<file path="config.mk">
export PLATFORM = sky130hd
export DESIGN_NAME = demux_tdm_6ch
export DESIGN_NICKNAME = d
export VERILOG_FILES = /design/src/rtl/demux_pkg.sv /design/src/rtl/ch_decoder.sv /design/src/rtl/demux_tdm_6ch.sv
export SDC_FILE = /design/constraint.sdc
export NUM_CORES = 1
export LEC_CHECK = 0
export CORE_MARGIN = 2
export CORE_UTILIZATION = 50
export DETAILED_ROUTE_END_ITERATION = 6
export PLACE_DENSITY_LB_ADDON = 0.05
export SLEW_MARGIN = 20
export SYNTH_ARGS = -nofsm -noshare
export SYNTH_HDL_FRONTEND = slang
export SYNTH_SLANG_ARGS = --single-unit
</file>
<file path="constraint.sdc">
create_clock -name clk -period 3.5 [get_ports clk]
set_input_delay 0.525 -clock clk [delete_from_list [all_inputs] [get_ports clk]]
set_output_delay 0.525 -clock clk [all_outputs]
set_load 0.02 [all_outputs]
</file>
<file path="src/rtl/demux_pkg.sv">
// Shared definitions for the TDM 1-to-N demultiplexer: state encoding,
// the default channel count and the parity helper.
package demux_pkg;

    localparam int DEMUX_NCH_DEF = 6;
    localparam int PAR_W         = 16;

    typedef enum logic [1:0] {
        S_IDLE    = 2'd0,
        S_COLLECT = 2'd1,
        S_PARITY  = 2'd2
    } state_e;

    // Even-parity check: 1 means the covered bits hold an odd number of ones.
    function automatic logic parity_of(input logic [PAR_W-1:0] v);
        return ^v;
    endfunction

endpackage

</file>
<file path="src/rtl/ch_decoder.sv">
// Channel index to one-hot write-enable decoder, gated by the enable input.
// It is the structural inverse of the scanning multiplexer on the far side of the link.
module ch_decoder
    import demux_pkg::*;
#(
    parameter int NCH   = DEMUX_NCH_DEF,
    parameter int SEL_W = 3
) (
    input  logic             en_i,
    input  logic [SEL_W-1:0] sel_i,
    output logic [NCH-1:0]   we_o
);

    // One enable per channel; every enable stays low while en_i is low.
    always_comb begin
        we_o = '0;
        for (int i = 0; i < NCH; i++) begin
            if (en_i && (sel_i == SEL_W'(i))) begin
                we_o[i] = 1'b1;
            end else begin
                we_o[i] = 1'b0;
            end
        end
    end

endmodule

</file>
<file path="src/rtl/demux_tdm_6ch.sv">
// Time-division 1-to-NCH demultiplexer: assembles a framed serial stream into a parallel word.
// Optional feature macro: DEMUX_PARITY_EN (adds a trailing even-parity bit and parity_err).
module demux_tdm_6ch
    import demux_pkg::*;
#(
    parameter int NCH   = DEMUX_NCH_DEF,
    parameter int SEL_W = 3
) (
    input  logic             clk,
    input  logic             rst,
    input  logic             din,
    input  logic             din_valid,
    input  logic             sof,
    output logic [NCH-1:0]   word,
    output logic             word_valid,
    output logic [SEL_W-1:0] ch,
    output logic             busy,
    output logic             frame_err
`ifdef DEMUX_PARITY_EN
    ,
    output logic             parity_err
`endif
);

    state_e           state_q;
    logic [NCH-1:0]   shadow_q;
    logic [NCH-1:0]   shadow_d;
    logic [NCH-1:0]   word_q;
    logic             word_valid_q;
    logic [SEL_W-1:0] ch_q;
    logic             frame_err_q;
    logic             parity_err_q;
    logic             start_s;
    logic             wr_en_s;
    logic [SEL_W-1:0] wr_sel_s;
    logic [NCH-1:0]   we_s;

    assign start_s  = din_valid & sof;
    assign wr_en_s  = start_s | (din_valid & (state_q == S_COLLECT));
    assign wr_sel_s = start_s ? {SEL_W{1'b0}} : ch_q;

    ch_decoder #(.NCH(NCH), .SEL_W(SEL_W)) u_dec (
        .en_i  (wr_en_s),
        .sel_i (wr_sel_s),
        .we_o  (we_s)
    );

    // A new sof discards whatever the aborted frame had collected.
    always_comb begin
        if (start_s) begin
            shadow_d = ({NCH{din}} & we_s);
        end else begin
            shadow_d = (shadow_q & ~we_s) | ({NCH{din}} & we_s);
        end
    end

    // Frame FSM with channel counter, shadow register and output registers.
    always_ff @(posedge clk) begin
        if (rst) begin
            state_q      <= S_IDLE;
            shadow_q     <= '0;
            word_q       <= '0;
            word_valid_q <= 1'b0;
            ch_q         <= '0;
            frame_err_q  <= 1'b0;
            parity_err_q <= 1'b0;
        end else begin
            word_valid_q <= 1'b0;
            frame_err_q  <= 1'b0;
            parity_err_q <= 1'b0;
            shadow_q     <= shadow_d;
            if (start_s) begin
                frame_err_q <= (state_q != S_IDLE);
                ch_q        <= SEL_W'(1);
                state_q     <= S_COLLECT;
            end else if (din_valid) begin
                case (state_q)
                    S_IDLE: begin
                        state_q <= S_IDLE;
                    end
                    S_COLLECT: begin
                        if (ch_q == SEL_W'(NCH - 1)) begin
                            ch_q <= '0;
`ifdef DEMUX_PARITY_EN
                            state_q <= S_PARITY;
`else
                            word_q       <= shadow_d;
                            word_valid_q <= 1'b1;
                            state_q      <= S_IDLE;
`endif
                        end else begin
                            ch_q <= ch_q + SEL_W'(1);
                        end
                    end
`ifdef DEMUX_PARITY_EN
                    S_PARITY: begin
                        word_q       <= shadow_q;
                        word_valid_q <= 1'b1;
                        parity_err_q <= parity_of(PAR_W'({shadow_q, din}));
                        state_q      <= S_IDLE;
                    end
`endif
                    default: begin
                        state_q <= S_IDLE;
                        ch_q    <= '0;
                    end
                endcase
            end else begin
                state_q <= state_q;
            end
        end
    end

    assign word       = word_q;
    assign word_valid = word_valid_q;
    assign ch         = ch_q;
    assign busy       = (state_q != S_IDLE);
    assign frame_err  = frame_err_q;
`ifdef DEMUX_PARITY_EN
    assign parity_err = parity_err_q;
`endif

endmodule
</file>
# [Yosys cells after proc, flatten, opt, wreduce, memory -nomap -nowiden]
# Index checks and enable logic that the tools add are counted.
# Widths: inputs -> output; s select.
[word_totals] reg_bits=19 rom_bits=0 inputBits=5 mem_bits_rw=0 out_inout_bits=12 latchBits=0 memories=0
[classes] n_addsub=1 mux=17 n_reduce_logical=18 n_shift=0 order_cmp=0 n_mul=0 eq_ne=10 div_mod_pow=0 n_bitwise=11
[op_table] operator="$and 6x6->6" n=2
[op_table] operator="$mux 1" n=11
[op_table] operator="$eq 3x3->1 const B" n=3
[op_table] operator="$reduce_and 2->1" n=4
[op_table] operator="$eq 3x2->1 const B" n=2
[op_table] operator="$logic_and 1x1->1" n=6
[op_table] operator="$mux 3" n=2
[op_table] operator="$mux 6" n=1
[op_table] operator="$not 6->6" n=1
[op_table] operator="$or 6x6->6" n=1
[op_table] operator="$pmux 3 s2" n=1
[op_table] operator="$mux 2" n=2
[op_table] operator="$not 1->1" n=4
[op_table] operator="$reduce_and 4->1" n=1
[op_table] operator="$reduce_bool 2->1" n=2
[op_table] operator="$reduce_or 2->1" n=2
[op_table] operator="$reduce_or 4->1" n=1
[op_table] operator="$add 3x1->3 const B" n=1
[op_table] operator="$eq 3x1->1 const B" n=1
[op_table] operator="$logic_not 3->1" n=1
[op_table] operator="$ne 3x2->1 const B" n=1
[op_table] operator="$and 1x1->1" n=2
[op_table] operator="$eq 2x1->1 const B" n=1
[op_table] operator="$logic_not 2->1" n=1
[op_table] operator="other kinds (3)" n=3

# [Logic depth before layout (Yosys ltp)]
# Gate-level depths: netlist of the first run.
[depth] word_depth=9 ltp_mapped=5 ltp_nobuf=3

# [Cells and area by module]
# Synthesis of the first run repeated with hierarchy kept, for this count alone.
[hier_totals] cells_unflattened=81 area_unflattened_um2=819.5
[by_module_without_submodules] mod="demux_tdm_6ch" instances=1 seq_area_each_um2=360.3 area_per_inst_um2=745.7 cells_each=75
[by_module_without_submodules] mod="ch_decoder" instances=1 seq_area_each_um2=0.0 area_per_inst_um2=73.8 cells_each=6

# [Worst setup path before layout of the first run]
# OpenSTA, ideal clock, no wires.
[synth_path] path_type="input to register" from="in sof" to="reg word_q[4] (netlist: word[4])" cell_stages=5 path_slack_ps=2179 n_path_buf=2 t_arrival_ps=1188 path_cell_list="buf_2 and3b_1 buf_4 a21oi_1 a211oi_2"
[synth_via] elab_chain_cells=9
[synth_lines] item="from (decl)" line="demux_tdm_6ch.sv:13" source="input logic sof,"
[synth_lines] item="$and 1x1->1 *" line="demux_tdm_6ch.sv:38" source="assign start_s = din_valid & sof;"
[synth_lines] item="$mux 3" line="demux_tdm_6ch.sv:40" source="assign wr_sel_s = start_s ? {SEL_W{1'b0}} : ch_q;"
[synth_lines] item="$eq 3x3->1" line="ch_decoder.sv:18" source="if (en_i && (sel_i == SEL_W'(i))) begin"
[synth_lines] item="$logic_and 1x1->1" line="ch_decoder.sv:18"
[synth_lines] item="$mux 1" line="ch_decoder.sv:18"
[synth_lines] item="$not 6->6" line="demux_tdm_6ch.sv:53" source="shadow_d = (shadow_q & ~we_s) | ({NCH{din}} & we_s);"
[synth_lines] item="$and 6x6->6" line="demux_tdm_6ch.sv:53"
[synth_lines] item="$or 6x6->6" line="demux_tdm_6ch.sv:53"
[synth_lines] item="$mux 6" line="demux_tdm_6ch.sv:50" source="if (start_s) begin"
[synth_lines] item="to (signal assigned)" line="demux_tdm_6ch.sv:87" source="word_q <= shadow_d;"
[synth_lines] item="to (decl)" line="demux_tdm_6ch.sv:28" source="logic [NCH-1:0] word_q;"
# Mark *: on every way between the ends. The rest lies on a longest branch, timed or not.
# A chain may end at the register's enable or synchronous reset.

# [Worst setup path in the final report of the first run]
[layout_path] from="reg state_q[0]" to="out busy"
[layout_via] elab_chain_cells=1
[layout_lines] item="from (decl)" line="demux_tdm_6ch.sv:25" source="state_e state_q;"
[layout_lines] item="from (signal assigned)" line="demux_tdm_6ch.sv:109" source="state_q <= state_q;"
[layout_lines] item="$reduce_bool 2->1" line="demux_tdm_6ch.sv:117" source="assign busy = (state_q != S_IDLE);"
[layout_lines] item="to (decl)" line="demux_tdm_6ch.sv:17" source="output logic busy,"
# No other way between the ends.

==> qor.yml, run 1 <==
status: "finished, final reports clean"
ys_top_cells_by_area: "dfxtp_1 42%, a21oi_1 5.6%, nand3_1 4.4%"
overflow: 0
setup_viol_count_final: 0
avgSynthCellArea_um2: 8.813
grt_pass1_vias: 578
cp_slowest_cell: "clkdlybuf4s50_1"
synth_cell_types: 34
crit_type: "reg -> out"
die_h_um: 44.05
antenna_found_initial: 0
die-area_um2: 1940
fin_util: 0.6279
netlist_instances: 91
clk_latency_ns: 0.29
drtIter0Drc: 12
synthArstFlopShare: 0
tns_ns: 0
cp.required_ns: 2.97
critPathMaxFanout: 12
drtAntennaViolNets: 0
yosysTopAreaCellShare: 0.4243
synthesis.nets: 96
finalCriticalPeriod_ns: 2.012
cts_root_buffer: "clkbuf_4"
wl_um: 1568
clkSlewWorstSetupHoldPaths_ns: 0.10
ys_top_cells_by_count: "17 x dfxtp_1, 9 x a21oi_1, 7 x nand3_1"
avgRoutedWirePerCell_um: 13.29
rsz0062_at_grt: "false"
drc: 0
cts_tree: "yes"
worstPathCellList: "clkdlybuf4s50_1"
arrival_ns: 1.49
cp_num_buf_inv: 1
leakagePower_nw: 0.3174
drive_above_1_share: 0.07843
gp_congestion: 0.8293
tightest_slew_ns: 0.5078
p_sw_w: 0.00008561
start_kind: "flip-flop"
synth_edf_count: 0
num_rows: 14
postCtsSetupRepairBufs: 0
hold_viol_final: 0
slew_headroom: 0.6604
clockPowerShare: 0.305
syn2layout_area_growth_pct: 17.94
synth.most_common_cell: "dfxtp_1"
dp_hpwl_um: 1118
internal_power_w: 0.0002533
critPathTopFamily: "buffers and inverters"
grt_max_degree: 15
drt_pass1_iterations: 4
swShare: 0.2526
die_x_um: 44.05
antennaDiodeCount: 0
holdCritPathClass: "reg -> reg"
initial_core_util: 0.5324
viasPerCell: 6.085
max_freq_mhz: 497.1
grt_pass1_wl_um: 2546
fin_worst_skew_ns: 0.003229
cts_made_buffers: 3
ys.flop_type: "dfxtp_1"
drv_slew: 0
power_density_nw_per_um2: 358.3
cts_buffer_depth: 2
yosysTopAreaCell: "dfxtp_1"
cts_resized: 0
io_pins: 17
grt_util_all_layers: 0.1810
finish.net_count: 108
core_area_um2: 1506
hold_buffers: 0
synth-seq-cells: 17
netlist_area_um2: 802.0
pwr-share-seq: 0.594
crit_path_end_kind: "output port"
fin_crit_sh: 0.5747
vias: 718
ys_seq_area_frac: 0.4243
ir_worst_vdd_mv: 0.2487
pwr-share-comb: 0.101
cts.sinks: 17
max_cap_viol_count: 0
yosys_warnings: 0
cpPeakStageDelay_ns: 0.67
htreeDepth: 1
numPortBuffers: 16
-- stage by stage --
step	total power [W]	std cells	worst slack, ns	cell area, um^2	hold slack [ns]
after floorplan	0.0002293	91	2.179	802.0	0.4381
final	0.0003389	118	1.488	945.9	0.4734
after CTS	0.0003454	118	1.489	945.9	0.4784
after global routing	0.0003569	118	1.411	945.9	0.4917
after global placement	0.0002392	114	1.563	918.4	0.4637
after detailed placement	0.0002399	114	1.520	918.4	0.4654
-- worst paths after layout --
check | start | endpoint | depth (start not counted) | slack (ns)
worst max-delay path | state_q[0] | busy | 1 | 1.49
worst min-delay path | shadow_q[1] | word[1] | 2 | 0.47
worst max register to register | ch[0] | word[0] | 3 | 2.19
worst min register to register | shadow_q[1] | word[1] | 2 | 0.47
-- sequential cells by signal (all words and copies together) (netlist names) --
signal      count
word            6
frame_err       1
ch              3
state_q         1
word_valid      1
shadow_q        5
-- area by class of cell --
cell class	instances	area, um^2
Clock buffer	3	22.52
Tap cell	16	20.02
Multi-Input combinational cell	61	382.9
Timing Repair Buffer	16	160.2
Sequential cell	17	340.3
Inverter	4	15.01
Clock inverter	1	5.005
Fill cell	140	560.5
-- power by group through the flow --
stage | Sequential, W | Clock [W] | Combinational, W
after floorplan | 0.000205 | 0 | 0.0000244
after global placement | 0.000205 | 0 | 0.0000338
after detailed placement | 0.000206 | 0 | 0.0000343
after CTS | 0.000201 | 0.000110 | 0.0000342
after global routing | 0.000202 | 0.000118 | 0.0000371
final | 0.000201 | 0.000103 | 0.0000343
-- cells in the final DEF, fill, tap and decap left out --
master,instances
dfxtp_1,17
clkdlybuf4s50_1,16
a21oi_1,9
nand3_1,7
o21ai_0,6
nand2_1,5
nor2_1,5
inv_1,4
nand3b_1,3
clkbuf_4,3
and2_1,2
nand4_1,2
and3b_1,2
mux2i_1,2
nor2b_2,1
a31o_2,1
nor3b_1,1
and4bb_2,1
o221ai_1,1
nand2b_1,1
o21a_1,1
o22ai_1,1
a22oi_1,1
nor4b_1,1
o21ai_1,1
a32oi_1,1
and4bb_1,1
a211oi_2,1
nor3_1,1
o41ai_1,1
a211oi_1,1
o31ai_1,1
clkinv_2,1
-- kinds of logic (layout without fill, tap and decap cells) --
logic type             count (synthesis)  after routing  synth area share
DFF                                   17             17            0.4243
buffers and inverters                 13             24           0.09826
muxes                                  2              2           0.02496
AOI/OAI and AO/OA                     26             26            0.2044
and+or+nand+nor                       33             33            0.2480
-- per-layer routing --
layer  share of wire  vias to the layer above  wire (um)  global-route usage
li1                -                      353          -                   -
met3           0.045                        2         70             0.03673
met1            0.49                      346        766              0.2435
met4           0.011                        0         17              0.1273
met2            0.46                       17        714              0.2588
met5               0                        -          0                   0
(Power assumes the default switching activity.)
==> inputs of run 2 (changes only) <==
CORE_UTILIZATION = 48   (was 50)
clock period = 1.9 ns   (was 3.5 ns; I/O delays follow)
==> qor.yml, run 2 (synthesis gave the netlist of run 1 again) <==
status: "finished, final reports clean"
grt_pass1_wl_um: 2725
grt_util_all_layers: 0.1889
hold_viol_final: 0
max_cap_viol_count: 0
io_pins: 17
grt_pass1_vias: 600
wl_met3_um: 67
drtIter0Drc: 10
cp_slowest_cell: "clkdlybuf4s50_1"
power_density_nw_per_um2: 667.1
initial_core_util: 0.5203
grt_max_degree: 13
drtAntennaViolNets: 0
dp_hpwl_um: 1211
drt_pass1_iterations: 4
worstPathCellList: "clkdlybuf4s50_1"
reg2reg_slack_ns: 0.61
wl_met1_um: 799
hold_buffers: 0
finalCriticalPeriod_ns: 1.783
ff2ff_path_depth: 3
syn2layout_area_growth_pct: 18.88
cts_made_buffers: 3
clk_latency_ns: 0.30
cpPeakStageDelay_ns: 0.67
vias: 694
crit_path_end_kind: "output port"
final_cell_mix: "17 x dfxtp_1, 16 x clkdlybuf4s50_1, 9 x a21oi_1"
cts_tree: "yes"
critPathTopFamily: "buffers and inverters"
gp_congestion: 0.7420
holdCritPathClass: "reg -> reg"
htreeDepth: 1
cts_root_buffer: "clkbuf_4"
die-area_um2: 2014
drc: 0
hold_depth: 2
route.met2.wl_um: 779
max_freq_mhz: 560.7
tns_ns: 0
hold_start: "word[3]"
postCtsSetupRepairBufs: 0
tightest_slew_ns: 0.3356
fin_crit_sh: 0.9387
routed.top_layer: "met4"
wl_um: 1674
r2r_end: "word[4]"
cts_buffer_depth: 2
final_common_cell: "dfxtp_1"
ir_worst_vdd_mv: 0.3845
cp_num_buf_inv: 1
drv_slew: 0
r2r-start: "state_q[0]"
fin_worst_skew_ns: 0.004076
numPortBuffers: 16
arrival_ns: 1.50
critPathMaxFanout: 12
avgRoutedWirePerCell_um: 14.07
num_rows: 14
die_x_um: 44.88
finish.net_count: 109
rsz0062_at_grt: "false"
cts_resized: 0
p_total_w: 0.0006360
min_to: "word[3]"
overflow: 0
antennaDiodeCount: 0
fin_util: 0.6185
slew_headroom: 0.7760
viasPerCell: 5.832
cp.required_ns: 1.62
core_area_um2: 1541
setup_viol_count_final: 0
largest_reg_flops: 6
antenna_found_initial: 0
drive_above_1_share: 0.08738
crit_type: "reg -> out"
die_h_um: 44.88
clkSlewWorstSetupHoldPaths_ns: 0.10
start_kind: "flip-flop"
leakagePower_nw: 0.3222
cts.sinks: 17
## run 2: cell types whose count changed in the layout (fill, tap and decap cells not counted)
cell	previous run	this run
buf_4	0	1
## run 2: layout make-up
type | instances | area (um^2)
fillers | 145 | 588.1
multi-input cells | 61 | 382.9
flip-flops and latches | 17 | 340.3
repair buffers | 17 | 167.7
clock buffers | 3 | 22.52
well taps | 16 | 20.02
inverters | 4 | 15.01
clock inverters | 1 | 5.005
## run 2: how the worst max path moves through the flow
stage / start / endpoint / slack [ns] / cells past startpoint
2_1_floorplan: ch[0] / word[4] / 0.66 / 4
6_report: state_q[0] / busy / 0.12 / 1
3_5_place_dp: din_valid / word[0] / 0.19 / 4
5_1_grt: state_q[0] / busy / 0.04 / 1
4_1_cts: state_q[0] / busy / 0.11 / 1
3_3_place_gp: din_valid / word[0] / 0.28 / 4
## run 2: report_power, final
group	switching (W)	total, W	internal [W]
registers	0.00000923	0.000371	0.000361
logic	0.0000363	0.0000645	0.0000282
clock network	0.000122	0.000201	0.0000785
total	0.000168	0.000636	0.000468
## run 2: metrics by stage
stage | area, um^2 | setup slack (ns) | hold WS, ns | cells
after global routing | 953.4 | 0.04001 | 0.5077 | 119
after CTS | 953.4 | 0.1082 | 0.4889 | 119
after global placement | 925.9 | 0.2791 | 0.4542 | 115
final | 953.4 | 0.1165 | 0.4840 | 119
after floorplan | 802.0 | 0.6562 | 0.3885 | 91
after detailed placement | 925.9 | 0.1884 | 0.4725 | 115
## run 2: per-layer routing
| layer | vias up | global-route usage |
|---|---|---|
| li1 | 350 | - |
| met1 | 326 | 0.2488 |
| met2 | 14 | 0.2812 |
| met3 | 4 | 0.06000 |
| met4 | 0 | 0.08824 |
| met5 | - | 0 |
